==> src/rtl/cpu_ctrl_pkg.sv <==
// Shared state encodings and bus widths for the CPU run-control block.
// Imported by the run-control interface, program memory and sequencer.
package cpu_ctrl_pkg;

  localparam int ADDR_W    = 4;
  localparam int INST_W    = 8;
  localparam int ST_W      = 3;
  localparam int MEM_DEPTH = 1 << ADDR_W;

  typedef enum logic [ST_W-1:0] {
    ST_RST  = 3'd0,
    ST_HALT = 3'd1,
    ST_RUN  = 3'd2,
    ST_STEP = 3'd3,
    ST_BRK  = 3'd4
  } run_state_e;

  // Program memory is only safe to modify while the CPU cannot fetch.
  function automatic logic can_write(input run_state_e s);
    return (s == ST_HALT) || (s == ST_BRK);
  endfunction

endpackage

==> src/rtl/cpu_run_ctrl_if.sv <==
// Command, breakpoint, loader and CPU-facing signals of the run controller.
// slave = the controller, master = buttons/loader/CPU side.
interface cpu_run_ctrl_if;
  import cpu_ctrl_pkg::*;

  logic              cmd_run;
  logic              cmd_halt;
  logic              cmd_step;
  logic              cmd_restart;
  logic              bp_en;
  logic [ADDR_W-1:0] bp_addr;
  logic              wr_en;
  logic [ADDR_W-1:0] wr_addr;
  logic [INST_W-1:0] wr_data;
  logic [ADDR_W-1:0] pc;
  logic [INST_W-1:0] inst;
  logic              cpu_en;
  logic              cpu_reset;
  logic [ST_W-1:0]   state;
  logic              wr_err;

  modport master (
    output cmd_run, cmd_halt, cmd_step, cmd_restart,
    output bp_en, bp_addr, wr_en, wr_addr, wr_data, pc,
    input  inst, cpu_en, cpu_reset, state, wr_err
  );

  modport slave (
    input  cmd_run, cmd_halt, cmd_step, cmd_restart,
    input  bp_en, bp_addr, wr_en, wr_addr, wr_data, pc,
    output inst, cpu_en, cpu_reset, state, wr_err
  );

endinterface

==> src/rtl/cpu_run_ctrl_prog_mem.sv <==
// 16x8 program store: synchronous write, combinational read, cleared on reset.
// Read data follows raddr in the same cycle; writes land on the clock edge.
module prog_mem
  import cpu_ctrl_pkg::*;
(
  input  logic              clk,
  input  logic              reset,
  input  logic              we,
  input  logic [ADDR_W-1:0] waddr,
  input  logic [INST_W-1:0] wdata,
  input  logic [ADDR_W-1:0] raddr,
  output logic [INST_W-1:0] rdata
);

  logic [INST_W-1:0] mem [MEM_DEPTH];

  always_ff @(posedge clk) begin
    if (reset) begin
      for (int i = 0; i < MEM_DEPTH; i++) begin
        mem[i] <= '0;
      end
    end else if (we) begin
      mem[waddr] <= wdata;
    end
  end

  assign rdata = mem[raddr];

endmodule

==> src/rtl/cpu_run_ctrl.sv <==
// Run-control sequencer: halt/run/step/restart/breakpoint FSM gating the CPU clock enable.
// All outputs registered (one cycle after the sampled command) except inst, read from mem[pc].
module cpu_run_ctrl
  import cpu_ctrl_pkg::*;
#(
  parameter int DIV          = 12000000,
  parameter int RESET_CYCLES = 4
) (
  input  logic         clk_cpu,
  input  logic         reset,
  cpu_run_ctrl_if.slave bus
);

  localparam int PRESC_W = $clog2(DIV);
  localparam int CNT_W   = $clog2(RESET_CYCLES + 1);
  localparam logic [PRESC_W-1:0] PRESC_FIRE = PRESC_W'(DIV - 2);
  localparam logic [PRESC_W-1:0] PRESC_LAST = PRESC_W'(DIV - 1);
  localparam logic [CNT_W-1:0]   RST_LAST   = CNT_W'(RESET_CYCLES - 1);

  run_state_e         state_q, state_d;
  logic [PRESC_W-1:0] presc_q, presc_d;
  logic [CNT_W-1:0]   rst_cnt_q, rst_cnt_d;
  logic               skip_q, skip_d;
  logic               cpu_en_q, cpu_en_d;
  logic               cpu_reset_q, cpu_reset_d;
  logic               wr_err_q;
  logic               leave_brk;
  logic               bp_hit;
  logic               wr_ok;

  assign bp_hit = bus.bp_en && (bus.pc == bus.bp_addr) && !skip_q;
  assign wr_ok  = bus.wr_en && can_write(state_q);

  always_comb begin
    state_d     = state_q;
    presc_d     = presc_q;
    rst_cnt_d   = rst_cnt_q;
    skip_d      = skip_q;
    cpu_en_d    = 1'b0;
    cpu_reset_d = 1'b0;
    leave_brk   = 1'b0;

    if (bus.cmd_restart && (state_q != ST_RST)) begin
      state_d     = ST_RST;
      rst_cnt_d   = '0;
      cpu_reset_d = 1'b1;
    end else begin
      case (state_q)
        ST_RST: begin
          skip_d  = 1'b0;
          presc_d = '0;
          if (rst_cnt_q == RST_LAST) begin
            state_d = ST_HALT;
          end else begin
            rst_cnt_d   = rst_cnt_q + 1'b1;
            cpu_reset_d = 1'b1;
          end
        end
        ST_HALT, ST_BRK: begin
          // halt outranks step/run even though it leaves the state unchanged
          if (!bus.cmd_halt) begin
            if (bus.cmd_step) begin
              state_d   = ST_STEP;
              cpu_en_d  = 1'b1;
              leave_brk = (state_q == ST_BRK);
            end else if (bus.cmd_run) begin
              state_d   = ST_RUN;
              presc_d   = '0;
              leave_brk = (state_q == ST_BRK);
            end
          end
        end
        ST_RUN: begin
          if (bus.cmd_halt) begin
            state_d = ST_HALT;
          end else begin
            presc_d = (presc_q == PRESC_LAST) ? '0 : presc_q + 1'b1;
            if (presc_q == PRESC_FIRE) begin
              if (bp_hit) begin
                state_d = ST_BRK;
              end else begin
                cpu_en_d = 1'b1;
              end
            end
          end
        end
        ST_STEP: state_d = ST_HALT;
        default: begin
          state_d     = ST_RST;
          rst_cnt_d   = '0;
          cpu_reset_d = 1'b1;
        end
      endcase

      // Leaving BRK arms the skip so the breakpointed instruction can execute once.
      if (leave_brk) begin
        skip_d = 1'b1;
      end else if (cpu_en_d) begin
        skip_d = 1'b0;
      end
    end
  end

  always_ff @(posedge clk_cpu) begin
    if (reset) begin
      state_q     <= ST_RST;
      presc_q     <= '0;
      rst_cnt_q   <= '0;
      skip_q      <= 1'b0;
      cpu_en_q    <= 1'b0;
      cpu_reset_q <= 1'b1;
      wr_err_q    <= 1'b0;
    end else begin
      state_q     <= state_d;
      presc_q     <= presc_d;
      rst_cnt_q   <= rst_cnt_d;
      skip_q      <= skip_d;
      cpu_en_q    <= cpu_en_d;
      cpu_reset_q <= cpu_reset_d;
      wr_err_q    <= bus.wr_en && !can_write(state_q);
    end
  end

  prog_mem u_mem (
    .clk   (clk_cpu),
    .reset (reset),
    .we    (wr_ok),
    .waddr (bus.wr_addr),
    .wdata (bus.wr_data),
    .raddr (bus.pc),
    .rdata (bus.inst)
  );

  assign bus.cpu_en    = cpu_en_q;
  assign bus.cpu_reset = cpu_reset_q;
  assign bus.state     = state_q;
  assign bus.wr_err    = wr_err_q;

endmodule
==> src/flat_wrapper.sv <==
// flat-port wrapper written by rule: the top's interface ports become plain ports
module cpu_run_ctrl_flat import cpu_ctrl_pkg::*;
#(
  parameter int DIV          = 12000000,
  parameter int RESET_CYCLES = 4
)
  (clk_cpu, reset, bus_cmd_run, bus_cmd_halt, bus_cmd_step, bus_cmd_restart, bus_bp_en, bus_bp_addr, bus_wr_en, bus_wr_addr, bus_wr_data, bus_pc, bus_inst, bus_cpu_en, bus_cpu_reset, bus_state, bus_wr_err);
  cpu_run_ctrl_if bus_i ();
  input  logic clk_cpu;
  input  logic reset;
  input wire logic [$bits(bus_i.cmd_run)-1:0] bus_cmd_run;
  input wire logic [$bits(bus_i.cmd_halt)-1:0] bus_cmd_halt;
  input wire logic [$bits(bus_i.cmd_step)-1:0] bus_cmd_step;
  input wire logic [$bits(bus_i.cmd_restart)-1:0] bus_cmd_restart;
  input wire logic [$bits(bus_i.bp_en)-1:0] bus_bp_en;
  input wire logic [$bits(bus_i.bp_addr)-1:0] bus_bp_addr;
  input wire logic [$bits(bus_i.wr_en)-1:0] bus_wr_en;
  input wire logic [$bits(bus_i.wr_addr)-1:0] bus_wr_addr;
  input wire logic [$bits(bus_i.wr_data)-1:0] bus_wr_data;
  input wire logic [$bits(bus_i.pc)-1:0] bus_pc;
  output wire logic [$bits(bus_i.inst)-1:0] bus_inst;
  output wire logic [$bits(bus_i.cpu_en)-1:0] bus_cpu_en;
  output wire logic [$bits(bus_i.cpu_reset)-1:0] bus_cpu_reset;
  output wire logic [$bits(bus_i.state)-1:0] bus_state;
  output wire logic [$bits(bus_i.wr_err)-1:0] bus_wr_err;
  assign bus_i.cmd_run = bus_cmd_run;
  assign bus_i.cmd_halt = bus_cmd_halt;
  assign bus_i.cmd_step = bus_cmd_step;
  assign bus_i.cmd_restart = bus_cmd_restart;
  assign bus_i.bp_en = bus_bp_en;
  assign bus_i.bp_addr = bus_bp_addr;
  assign bus_i.wr_en = bus_wr_en;
  assign bus_i.wr_addr = bus_wr_addr;
  assign bus_i.wr_data = bus_wr_data;
  assign bus_i.pc = bus_pc;
  assign bus_inst = bus_i.inst;
  assign bus_cpu_en = bus_i.cpu_en;
  assign bus_cpu_reset = bus_i.cpu_reset;
  assign bus_state = bus_i.state;
  assign bus_wr_err = bus_i.wr_err;
  cpu_run_ctrl #(.DIV(DIV), .RESET_CYCLES(RESET_CYCLES)) u_core (.clk_cpu(clk_cpu), .reset(reset), .bus(bus_i));
endmodule
==> config.mk <==
export PLATFORM = sky130hd
export DESIGN_NAME = cpu_run_ctrl_flat
export DESIGN_NICKNAME = d
export VERILOG_FILES = /design/src/rtl/cpu_ctrl_pkg.sv /design/src/rtl/cpu_run_ctrl_if.sv /design/src/rtl/cpu_run_ctrl_prog_mem.sv /design/src/rtl/cpu_run_ctrl.sv /design/src/flat_wrapper.sv
export SDC_FILE = /design/constraint.sdc
export NUM_CORES = 1
export LEC_CHECK = 0
export BUFFER_PORTS_ARGS = -buffer_cell sky130_fd_sc_hd__clkbuf_2
export CAP_MARGIN = 15
export CELL_PAD_IN_SITES_DETAIL_PLACEMENT = 1
export CELL_PAD_IN_SITES_GLOBAL_PLACEMENT = 1
export CORE_UTILIZATION = 30
export CTS_CLUSTER_SIZE = 24
export DETAILED_ROUTE_END_ITERATION = 16
export GPL_ROUTABILITY_DRIVEN = 0
export PLACE_DENSITY = 0.59
export SLEW_MARGIN = 20
export SYNTH_ARGS = -nofsm -noshare
export SYNTH_HDL_FRONTEND = slang
export SYNTH_SLANG_ARGS = --single-unit
==> constraint.sdc <==
create_clock -name clk_cpu -period 2.9 [get_ports clk_cpu]
set_input_delay 0.58 -clock clk_cpu [delete_from_list [all_inputs] [get_ports clk_cpu]]
set_output_delay 0.58 -clock clk_cpu [all_outputs]
set_load 0.05 [all_outputs]
==> flow_summary.json <==
{
  "status": "completed",
  "finalHoldViolations": 0,
  "hold_ws_ns": 0.449,
  "cts.repair.resized": 0,
  "place_hpwl_mm": 15.9,
  "routedWlPerCell_um": 21.1,
  "ys_async_sr_fraction_pct": 0,
  "cts_made_buffers": 17,
  "layout.nets": 700,
  "ys_warn_count": 0,
  "worst_pin_slew_ns": 0.605,
  "setup_viol": 0,
  "grt_pass1_vias": 5515,
  "finalNonFillerCells": 1016,
  "dieWidth_um": 164,
  "use_met1_pct": 21.1,
  "area_delta_synth_final_pct": 15.8,
  "maxCapViolCount": 0,
  "drt_first_pass_iters": 6,
  "ys_types": 63,
  "synth_ff_type": "edfxtp_1",
  "rsz0062_at_grt": "no",
  "finalCritPeriodShare_pct": 96.9,
  "synth_area_um2": 7920,
  "ys_ff_latch": 162,
  "synth_edf_count": 128,
  "drv_slew": 0,
  "cp-startpoint": "bus_pc[0]",
  "start_util_pct": 30.5,
  "cp_max_fo": 9,
  "routed_wirelength_mm": 21.5,
  "numPortBuffers": 41,
  "num_antenna_cells": 0,
  "coreArea_um2": 26000,
  "cts_root_buf": "clkbuf_16",
  "htreeDepth": 4,
  "ys_seq_area_share_pct": 57.1,
  "required_ns": 2.32,
  "cp-start-kind": "input port",
  "finalCriticalPeriod_ns": 2.81,
  "synth_nets": 648,
  "grt-ovfl-total": 0,
  "cellLeakagePower_nw": 3.25,
  "holdBufCountCts": 0,
  "vias": 5214,
  "r2r-start": "u_core.bus.state[0]",
  "synth_top_cell_area_share_pct": 48.5,
  "worst_setup_path_end_kind": "output port",
  "grt_pass1_wl_mm": 33.3,
  "critical_path_class": "in2out",
  "drtIter0Drc": 400,
  "fin_setup_tns_ns": 0,
  "path_clk_slew_ns": 0.07,
  "drc": 0,
  "place_area_um2": 8570,
  "dp_cells": 983,
  "finClkSkew_ns": 0.0100,
  "hold_path_class": "in2reg",
  "drive_above_1_share_pct": 24.2,
  "syn_inst": 616,
  "finalPower_mw": 5.54,
  "synth_common_cells": "and2_1 (128), edfxtp_1 (128), mux4_2 (40)",
  "clock_path_buffers": 2,
  "drt.antenna.violating_nets": 0,
  "clock.fmax_ghz": 0.356,
  "grt.busiest_layer": "met2",
  "grt_max_degree": 34,
  "p_per_area_nw_per_um2": 604,
  "synth_top_area_cell": "edfxtp_1",
  "arrival_ns": 2.23,
  "synthTopCellsByArea": "edfxtp_1 (49%), mux4_2 (11%), and2_1 (10%), dfxtp_1 (8.6%), nor2_1 (1.7%)",
  "routed_via_density": 5.13,
  "use_met3_pct": 3.34,
  "reg2reg_slack_ns": 0.45,
  "grtUsageTotal_pct": 16.9,
  "ios": 42,
  "final_cell_area_um2": 9170,
  "die_area_um2": 27100,
  "post-cts-setup-buffer-count": 0,
  "rows": 59,
  "syn_avg_cell_area_um2": 12.9,
  "insertion_delay_ns": 0.44,
  "maxSlewHeadroom_pct": 59.2,
  "cts_sinks": 162,
  "endpoint": "bus_inst[7]",
  "ir_drop_mv": 0.426,
  "die_height_um": 164,
  "rr_endpoint": "u_core.u_mem.mem[0][7]",
  "reg2reg_depth": 5,
  "antenna_found_initial": 0,
  "cts_tree": "built",
  "met2_usage_pct": 29.2
}
worst max-delay path: stages:
cell and delay, ns:
clkbuf_2 0.12, buf_4 0.22, mux4_2 0.54, mux4_2 0.50
clkbuf_2 0.26
per-stage QoR:
stage	utilization, %	worst slack (ns)
after floorplan	-	0.00967
after global placement	33.0	0.110
after detailed placement	33.0	0.0685
after CTS	35.3	0.0650
after global routing	35.3	0.0226
final	35.3	0.0907
registers in the layout, summed over array words and instances (netlist names):
| register | flops |
|---|---|
| u_core.u_mem.mem | 128 |
| u_core.presc_q | 24 |
| u_core.bus.state | 3 |
| u_core.rst_cnt_q | 3 |
| u_core.bus.cpu_en | 1 |
| u_core.bus.cpu_reset | 1 |
| u_core.bus.wr_err | 1 |
| u_core.skip_q | 1 |
placed cells by master (no fill, tap or decap), types with 4 or more instances in the layout:
cell type	count
or4_1	5
clkbuf_16	17
o21ai_0	17
a31oi_1	8
clkbuf_2	41
or2_2	4
nor2_1	36
dfxtp_1	34
nand2_1	21
and2_1	128
xnor2_1	6
inv_8	4
or3_2	4
nor3_1	11
mux4_2	40
nand3b_1	6
ha_1	4
nand3_1	25
and3_1	4
inv_1	7
clkinv_8	4
a21oi_1	23
nor3b_1	4
buf_4	25
o31ai_1	4
nand4_1	6
edfxtp_1	128
cell type report:
| class | count | area (um^2) |
|---|---|---|
| Fill cell | 2796 | 16800 |
| Sequential cell | 162 | 4520 |
| Multi-Input combinational cell | 412 | 3180 |
| Timing Repair Buffer | 68 | 433 |
| Clock buffer | 17 | 425 |
| Tap cell | 335 | 419 |
| Clock inverter | 15 | 166 |
| Inverter | 7 | 26.3 |
logic make-up (layout without fill, tap and decap cells):
family,after synthesis,in the layout,synth area share (%)
buf+inv,42,107,2.75
flops,162,162,57.1
simple gates,282,282,20.7
xor+xnor,9,9,0.995
compound gates,77,77,6.46
fa+ha+maj,4,4,0.632
mux,40,40,11.4
power breakdown:
group | internal (mW) | switching, mW
logic | 0.242 | 0.425
registers | 2.59 | 0.0605
clock network | 1.16 | 1.07
layer usage:
metal | vias up | wire length, um
met4 | 0 | 348
li1 | 2413 | -
met2 | 87 | 10900
met3 | 22 | 736
met5 | - | 0
met1 | 2692 | 9460
worst min-delay path by stage:
stage	endpoint	depth (start not counted)	start	slack [ns]
2_1_floorplan	u_core.presc_q[18]	2	u_core.presc_q[18]	0.46
3_3_place_gp	u_core.presc_q[18]	2	u_core.presc_q[18]	0.47
3_5_place_dp	u_core.presc_q[20]	2	u_core.presc_q[20]	0.49
4_1_cts	u_core.skip_q	2	bus_cmd_restart	0.43
5_1_grt	u_core.bus.wr_err	3	bus_wr_en	0.46
6_report	u_core.skip_q	2	bus_cmd_restart	0.45
Power figures use the tool's default switching activity.
